<file path="src/rtl/rotary_pkg.sv">
// Shared types and the range-folding helper for the rotary value controller.
package rotary_pkg;

    // Acceleration tracker states
    typedef enum logic {
        IDLE  = 1'b0,
        TRACK = 1'b1
    } accelState_t;

    // Direction of the most recent applied pulse
    typedef enum logic {
        DIR_LEFT  = 1'b0,
        DIR_RIGHT = 1'b1
    } rotDir_t;

    // Bring an out-of-range candidate back into [lo, hi], either by clamping
    // or by wrapping. A single span correction is enough because the step
    // never exceeds the span.
    function automatic longint foldRange(
        input longint candidate,
        input longint lo,
        input longint hi,
        input bit     wrapMode
    );
        longint span;
        longint result;
        span   = hi - lo + 1;
        result = candidate;
        if (candidate > hi) begin
            result = wrapMode ? (candidate - span) : hi;
        end else if (candidate < lo) begin
            result = wrapMode ? (candidate + span) : lo;
        end
        return result;
    endfunction

endpackage

</file>
<file path="src/rtl/rotary_accel_fsm.sv">
// Acceleration tracker: owns state, direction, gap counter and step size.
// The step presented on 'step' is the one to apply for the pulse in this
// cycle, so a qualifying pulse already uses the doubled step.
module rotary_accel_fsm
    import rotary_pkg::*;
#(
    parameter int ACCEL_WINDOW = 1000,
    parameter int MAX_STEP     = 16,
    parameter int STEP_W       = 9
) (
    input  logic              clock,
    input  logic              reset,
    input  logic              load,
    input  logic              rotary_left,
    input  logic              rotary_right,
    output logic              apply,
    output rotDir_t           apply_dir,
    output logic [STEP_W-1:0] step
);

    localparam int GAP_W = $clog2(ACCEL_WINDOW + 1);
    localparam logic [GAP_W-1:0]  GAP_LIMIT = GAP_W'(ACCEL_WINDOW);
    localparam logic [GAP_W-1:0]  GAP_LAST  = GAP_W'(ACCEL_WINDOW - 1);
    localparam logic [STEP_W-1:0] STEP_MAX  = STEP_W'(MAX_STEP);
    localparam logic [STEP_W-1:0] STEP_HALF = STEP_W'(MAX_STEP / 2);
    localparam logic [STEP_W-1:0] STEP_ONE  = STEP_W'(1);

    accelState_t       stateReg;
    rotDir_t           dirReg;
    logic [GAP_W-1:0]  gapCount;
    logic [STEP_W-1:0] stepReg;

    logic              pulse;
    rotDir_t           pulseDir;
    logic [STEP_W-1:0] stepNow;

    // Opposing pulses in one cycle cancel out and count as no pulse
    assign pulse    = rotary_left ^ rotary_right;
    assign pulseDir = rotary_right ? DIR_RIGHT : DIR_LEFT;

    // Step for a pulse arriving now: doubled only for a fast same-direction pulse
    always_comb begin
        stepNow = STEP_ONE;
        if (stateReg == TRACK && pulseDir == dirReg && gapCount < GAP_LIMIT) begin
            stepNow = (stepReg >= STEP_HALF) ? STEP_MAX : (stepReg << 1);
        end
    end

    assign apply     = pulse && !load;
    assign apply_dir = pulseDir;
    assign step      = stepNow;

    // State, direction, gap counter and step register; load forces a fresh start
    always_ff @(posedge clock) begin
        if (!reset) begin
            stateReg <= IDLE;
            dirReg   <= DIR_RIGHT;
            gapCount <= '0;
            stepReg  <= STEP_ONE;
        end else if (load) begin
            stateReg <= IDLE;
            gapCount <= '0;
            stepReg  <= STEP_ONE;
        end else if (pulse) begin
            stateReg <= TRACK;
            dirReg   <= pulseDir;
            gapCount <= '0;
            stepReg  <= stepNow;
        end else if (stateReg == TRACK) begin
            if (gapCount != GAP_LIMIT) begin
                gapCount <= gapCount + 1'b1;
            end
            if (gapCount >= GAP_LAST) begin
                stateReg <= IDLE;
                stepReg  <= STEP_ONE;
            end
        end
    end

endmodule

</file>
<file path="src/rtl/rotary_value_controller.sv">
// Bounded value driven by rotary pulses with acceleration, published to a
// consumer over valid/ready. Only the latest value is ever offered.
module rotary_value_controller
    import rotary_pkg::*;
#(
    parameter int WIDTH        = 8,
    parameter int MIN_VALUE    = 0,
    parameter int MAX_VALUE    = 255,
    parameter int INIT_VALUE   = 0,
    parameter int WRAP         = 0,
    parameter int ACCEL_WINDOW = 1000,
    parameter int MAX_STEP     = 16
) (
    input  logic             clock,
    input  logic             reset,
    input  logic             rotary_left,
    input  logic             rotary_right,
    input  logic             load,
    input  logic [WIDTH-1:0] load_value,
    output logic [WIDTH-1:0] out_value,
    output logic             out_valid,
    input  logic             out_ready,
    output logic             at_min,
    output logic             at_max
);

    localparam int STEP_W = WIDTH + 1;
    localparam int CALC_W = WIDTH + 2;
    localparam logic [WIDTH-1:0] MIN_V  = WIDTH'(MIN_VALUE);
    localparam logic [WIDTH-1:0] MAX_V  = WIDTH'(MAX_VALUE);
    localparam logic [WIDTH-1:0] INIT_V = WIDTH'(INIT_VALUE);

    logic              apply;
    rotDir_t           applyDir;
    logic [STEP_W-1:0] step;

    logic signed [CALC_W-1:0] candidate;
    logic [WIDTH-1:0]         rotValue;
    logic [WIDTH-1:0]         loadClamped;
    logic [WIDTH-1:0]         valueNext;
    logic                     setValid;
    logic                     validNext;

    rotary_accel_fsm #(
        .ACCEL_WINDOW (ACCEL_WINDOW),
        .MAX_STEP     (MAX_STEP),
        .STEP_W       (STEP_W)
    ) accelFsm (
        .clock        (clock),
        .reset        (reset),
        .load         (load),
        .rotary_left  (rotary_left),
        .rotary_right (rotary_right),
        .apply        (apply),
        .apply_dir    (applyDir),
        .step         (step)
    );

    // Candidate after stepping, folded back into range; two spare bits hold
    // the overshoot in either direction
    always_comb begin
        if (applyDir == DIR_RIGHT) begin
            candidate = signed'({2'b00, out_value}) + signed'({1'b0, step});
        end else begin
            candidate = signed'({2'b00, out_value}) - signed'({1'b0, step});
        end
        rotValue = WIDTH'(foldRange(longint'(candidate), longint'(MIN_VALUE),
                                    longint'(MAX_VALUE), WRAP != 0));
    end

    // Forced value is clamped into the legal range
    always_comb begin
        loadClamped = load_value;
        if (load_value < MIN_V) begin
            loadClamped = MIN_V;
        end else if (load_value > MAX_V) begin
            loadClamped = MAX_V;
        end
    end

    // Next value and valid: load wins over rotation; a real change keeps valid
    // high even when the consumer accepts in the same cycle
    always_comb begin
        valueNext = out_value;
        setValid  = 1'b0;
        if (load) begin
            valueNext = loadClamped;
            setValid  = 1'b1;
        end else if (apply) begin
            valueNext = rotValue;
            setValid  = (rotValue != out_value);
        end
        if (setValid) begin
            validNext = 1'b1;
        end else if (out_valid && out_ready) begin
            validNext = 1'b0;
        end else begin
            validNext = out_valid;
        end
    end

    // Registered outputs, flags derived from the value being stored
    always_ff @(posedge clock) begin
        if (!reset) begin
            out_value <= INIT_V;
            out_valid <= 1'b0;
            at_min    <= (INIT_V == MIN_V);
            at_max    <= (INIT_V == MAX_V);
        end else begin
            out_value <= valueNext;
            out_valid <= validNext;
            at_min    <= (valueNext == MIN_V);
            at_max    <= (valueNext == MAX_V);
        end
    end

endmodule

</file>
<file path="config.mk">
export PLATFORM = sky130hd
export DESIGN_NAME = rotary_value_controller
export DESIGN_NICKNAME = d
export VERILOG_FILES = /design/src/rtl/rotary_pkg.sv /design/src/rtl/rotary_accel_fsm.sv /design/src/rtl/rotary_value_controller.sv
export SDC_FILE = /design/constraint.sdc
export NUM_CORES = 1
export LEC_CHECK = 0
export CAP_MARGIN = 20
export CORE_ASPECT_RATIO = 0.75
export CORE_MARGIN = 3
export CORE_UTILIZATION = 35
export DETAILED_ROUTE_END_ITERATION = 8
export PLACE_DENSITY_LB_ADDON = 0.08
export SLEW_MARGIN = 10
export SYNTH_ARGS = -nofsm -noshare
export SYNTH_HDL_FRONTEND = slang
export SYNTH_SLANG_ARGS = --single-unit
</file>
<file path="constraint.sdc">
create_clock -name clock -period 5.3 [get_ports clock]
set_input_delay 1.06 -clock clock [delete_from_list [all_inputs] [get_ports clock]]
set_output_delay 1.06 -clock clock [all_outputs]
set_load 0.01 [all_outputs]
</file>
==> results.py <==
metrics = {
    "timing": {
        "maxSlewHeadroom_pct": 37.4,
        "period_needed_ns": 4.47,
        "tns_ns": 0,
        "setup_ws_ns": 0.830,
        "setup_violations": 0,
        "hold_slack_ns": 0.459,
        "drv_slew": 0,
        "skew_ns": 0.00568,
        "rsz0062_at_grt": "false",
        "fmax_mhz": 224,
        "hold_viol": 0,
        "worstMarginPinSlew_ns": 0.936,
        "min_period_over_period_pct": 84.3,
    },
    "die": {
        "core_um2": 5950,
        "design.die.area_um2": 7290,
        "row_count": 24,
        "ios": 25,
        "initial_core_util_pct": 37.0,
        "die_h_um": 74.7,
        "fp.dieW_um": 97.6,
    },
    "global_routing": {
        "grt-ovfl-total": 0,
        "grt_first_pass_wirelength_um": 8630,
        "grt_max_degree": 16,
        "gr-usage-all-layers_pct": 15.0,
        "grt_pass1_vias": 1628,
        "antenna_found_initial": 0,
    },
    "clock_tree": {
        "ctsResizeCount": 0,
        "cts_hold_buffers": 0,
        "cts_made_buffers": 5,
        "clockBufferDepth": 2,
        "cts_setup_buffers": 0,
        "clk_pin_slew_worst_paths_ns": 0.07,
        "clkSinkCount": 32,
        "clk_latency_ns": 0.28,
        "cts_tree": "done",
        "clock-root-buffer": "clkbuf_8",
        "htreeDepth": 2,
    },
    "worst_setup_path": {
        "rrSetupSlack_ns": 1.61,
        "cp_max_fo": 12,
        "cp.required_ns": 5.53,
        "end_kind": "flop",
        "criticalPathCategory": "primary input to flop",
        "cpMaxStageDelayCell": "clkdlybuf4s50_1",
        "path_common_cell": "o211ai_1",
        "crit_chain": "clkdlybuf4s50_1 -> xnor2_2 -> o311a_4 -> inv_1 -> nor2_1 -> a21o_1 -> inv_1 -> fa_1 -> nor2b_1 -> o211ai_1 -> o2bb2ai_1 -> mux2_4 -> o211ai_1 -> o211ai_1 -> a2111oi_0 -> and4_1",
        "critPathLaunchType": "primary input",
        "max_stage_delay_ns": 0.52,
        "rr_startpoint": "accelFsm.gapCount[4]$_SDFFE_PP0P_",
        "crit_path_start": "rotary_right",
        "arrival_ns": 4.70,
    },
    "yosys": {
        "ys_ff_latch": 32,
        "synth_top_area_share_pct": 29.1,
        "synth_edf_count": 0,
        "avgSynthCellArea_um2": 8.07,
        "synthArstFlopShare_pct": 0,
        "synthDistinctLibCells": 59,
        "yosysTopAreaCell": "dfxtp_1",
        "syn-num-nets": 299,
        "synth_ff_type": "dfxtp_1",
        "syn_inst": 273,
        "synth_seq_area_share_pct": 29.1,
        "yosysWarnings": 0,
        "yosys-top-cells-area": "dfxtp_1 (29%), nor2_1 (7.5%), ha_1 (6.3%), xnor2_1 (4.8%), xor2_1 (3.6%)",
        "synth_area_um2": 2200,
    },
    "power_and_ir_drop": {
        "p_leak_nw": 0.975,
        "power.density_nw_per_um2": 274,
        "ir_worst_vdd_mv": 0.104,
    },
    "final_layout": {
        "syn_to_final_growth_pct": 18.6,
        "n_antenna_cell": 0,
        "drive_above_1_share_pct": 7.07,
        "instances_no_fill": 375,
        "finish.net_count": 322,
        "fillers": 596,
        "final_common_cell": "nor2_1",
        "layout_common_cells": "nor2_1 (44), dfxtp_1 (32), clkdlybuf4s50_1 (24)",
    },
    "placed_design": {
        "placed_cells": 367,
        "io_buffer_count": 24,
        "post-place-ws_ns": 0.527,
        "hpwlAfterDp_um": 4230,
        "place_congestion": 0.824,
    },
    "hold_path": {
        "min-delay-start": "accelFsm.stepReg[5]$_SDFFE_PP0P_",
        "min_path_type": "flop to flop",
    },
    "routing": {
        "post_drt_wl_per_cell_um": 14.4,
        "totalWireLength_um": 5390,
        "num_vias": 1986,
        "post-route-drc-count": 0,
        "post_drt_via_cell_ratio": 5.30,
        "ant_nets": 0,
        "first_pass_iters": 5,
        "drt-initial-drc-count": 131,
    },
    "run_status": {
        "status": "finished clean",
    },
    "flow_run": {
        "max-cap-violations": 0,
    },
}
Yosys cell counts (3+ instances only):
master,instances
or3_1,3
nand4_1,4
xnor2_1,12
and2_1,8
a21o_1,3
o211ai_1,10
ha_1,11
clkbuf_1,5
a32oi_1,4
inv_1,14
o21ai_0,8
nor3_1,5
xor2_1,9
nand2b_1,5
nor2_1,44
a21oi_1,14
o22ai_1,3
nand2_1,19
nand3_1,6
a31oi_1,8
dfxtp_1,32
buf_2,4
worst paths after layout:
| kind | end | depth (start not counted) |
|---|---|---|
| hold reg to reg | accelFsm.stepReg[5]$_SDFFE_PP0P_ | 1 |
| hold / removal | accelFsm.stepReg[5]$_SDFFE_PP0P_ | 1 |
| setup / recovery | at_max$_SDFF_PN0_ | 16 |
| setup reg to reg | at_max$_SDFF_PN0_ | 13 |
registers in the layout (all words and copies together) (netlist names):
signal / flops
accelFsm.gapCount: 10
accelFsm.stepReg: 9
out_value: 8
accelFsm.dirReg: 1
accelFsm.stateReg: 1
at_max: 1
at_min: 1
out_valid: 1
through the flow:
step / instance area, um^2 / utilization, % / power (mW)
global placement: 2500 / 42.1 / 0.492
detailed placement: 2500 / 42.1 / 0.489
CTS: 2610 / 43.9 / 0.722
finish: 2610 / 43.9 / 0.717
floorplan: 2200 / - / 0.426
global route: 2610 / 43.9 / 0.759
report_power, final:
| part | switching (mW) | leakage (nW) | internal, mW |
|---|---|---|---|
| Sequential | 0.0162 | 0.261 | 0.249 |
| Combinational | 0.124 | 0.659 | 0.0973 |
| Clock | 0.0904 | 0.0552 | 0.139 |
| Total | 0.231 | 0.975 | 0.486 |
critical path: cells and delay by family:
kind,cells,cell delay [ns]
multiplexers,1,0.36
AO/OA/AOI/OAI,7,1.53
buffers and inverters,3,0.67
XOR/XNOR,1,0.13
AND/OR/NAND/NOR,3,0.51
adder cells (fa/ha/maj),1,0.44
per-layer routing:
| layer | GRT usage, % | up-vias | part of all wire (%) |
|---|---|---|---|
| li1 | - | 1025 | - |
| met1 | 25.3 | 905 | 59 |
| met2 | 17.7 | 48 | 33 |
| met3 | 3.89 | 8 | 6.9 |
| met4 | 3.69 | 0 | 0.91 |
| met5 | 0 | - | 0 |
final cells by class:
cell class	instances	area, um^2	area share (%)
tap	78	97.6	3.74
clock buffer	6	72.6	2.78
multi-input combinational	217	1460	55.8
timing repair buffer	26	255	9.77
clock inverter	2	35.0	1.34
inverter	14	52.6	2.01
sequential	32	641	24.5
logic make-up (layout without fill, tap and decap cells):
| logic type | Yosys count | in the layout | synth area share, % |
|---|---|---|---|
| simple gates | 106 | 106 | 23.2 |
| compound gates | 74 | 74 | 25.2 |
| flops | 32 | 32 | 29.1 |
| buf+inv | 24 | 48 | 4.66 |
| xor+xnor | 22 | 22 | 9.09 |
| fa+ha+maj | 12 | 12 | 7.16 |
| mux | 3 | 3 | 1.59 |
Power figures use the tool's default switching activity.
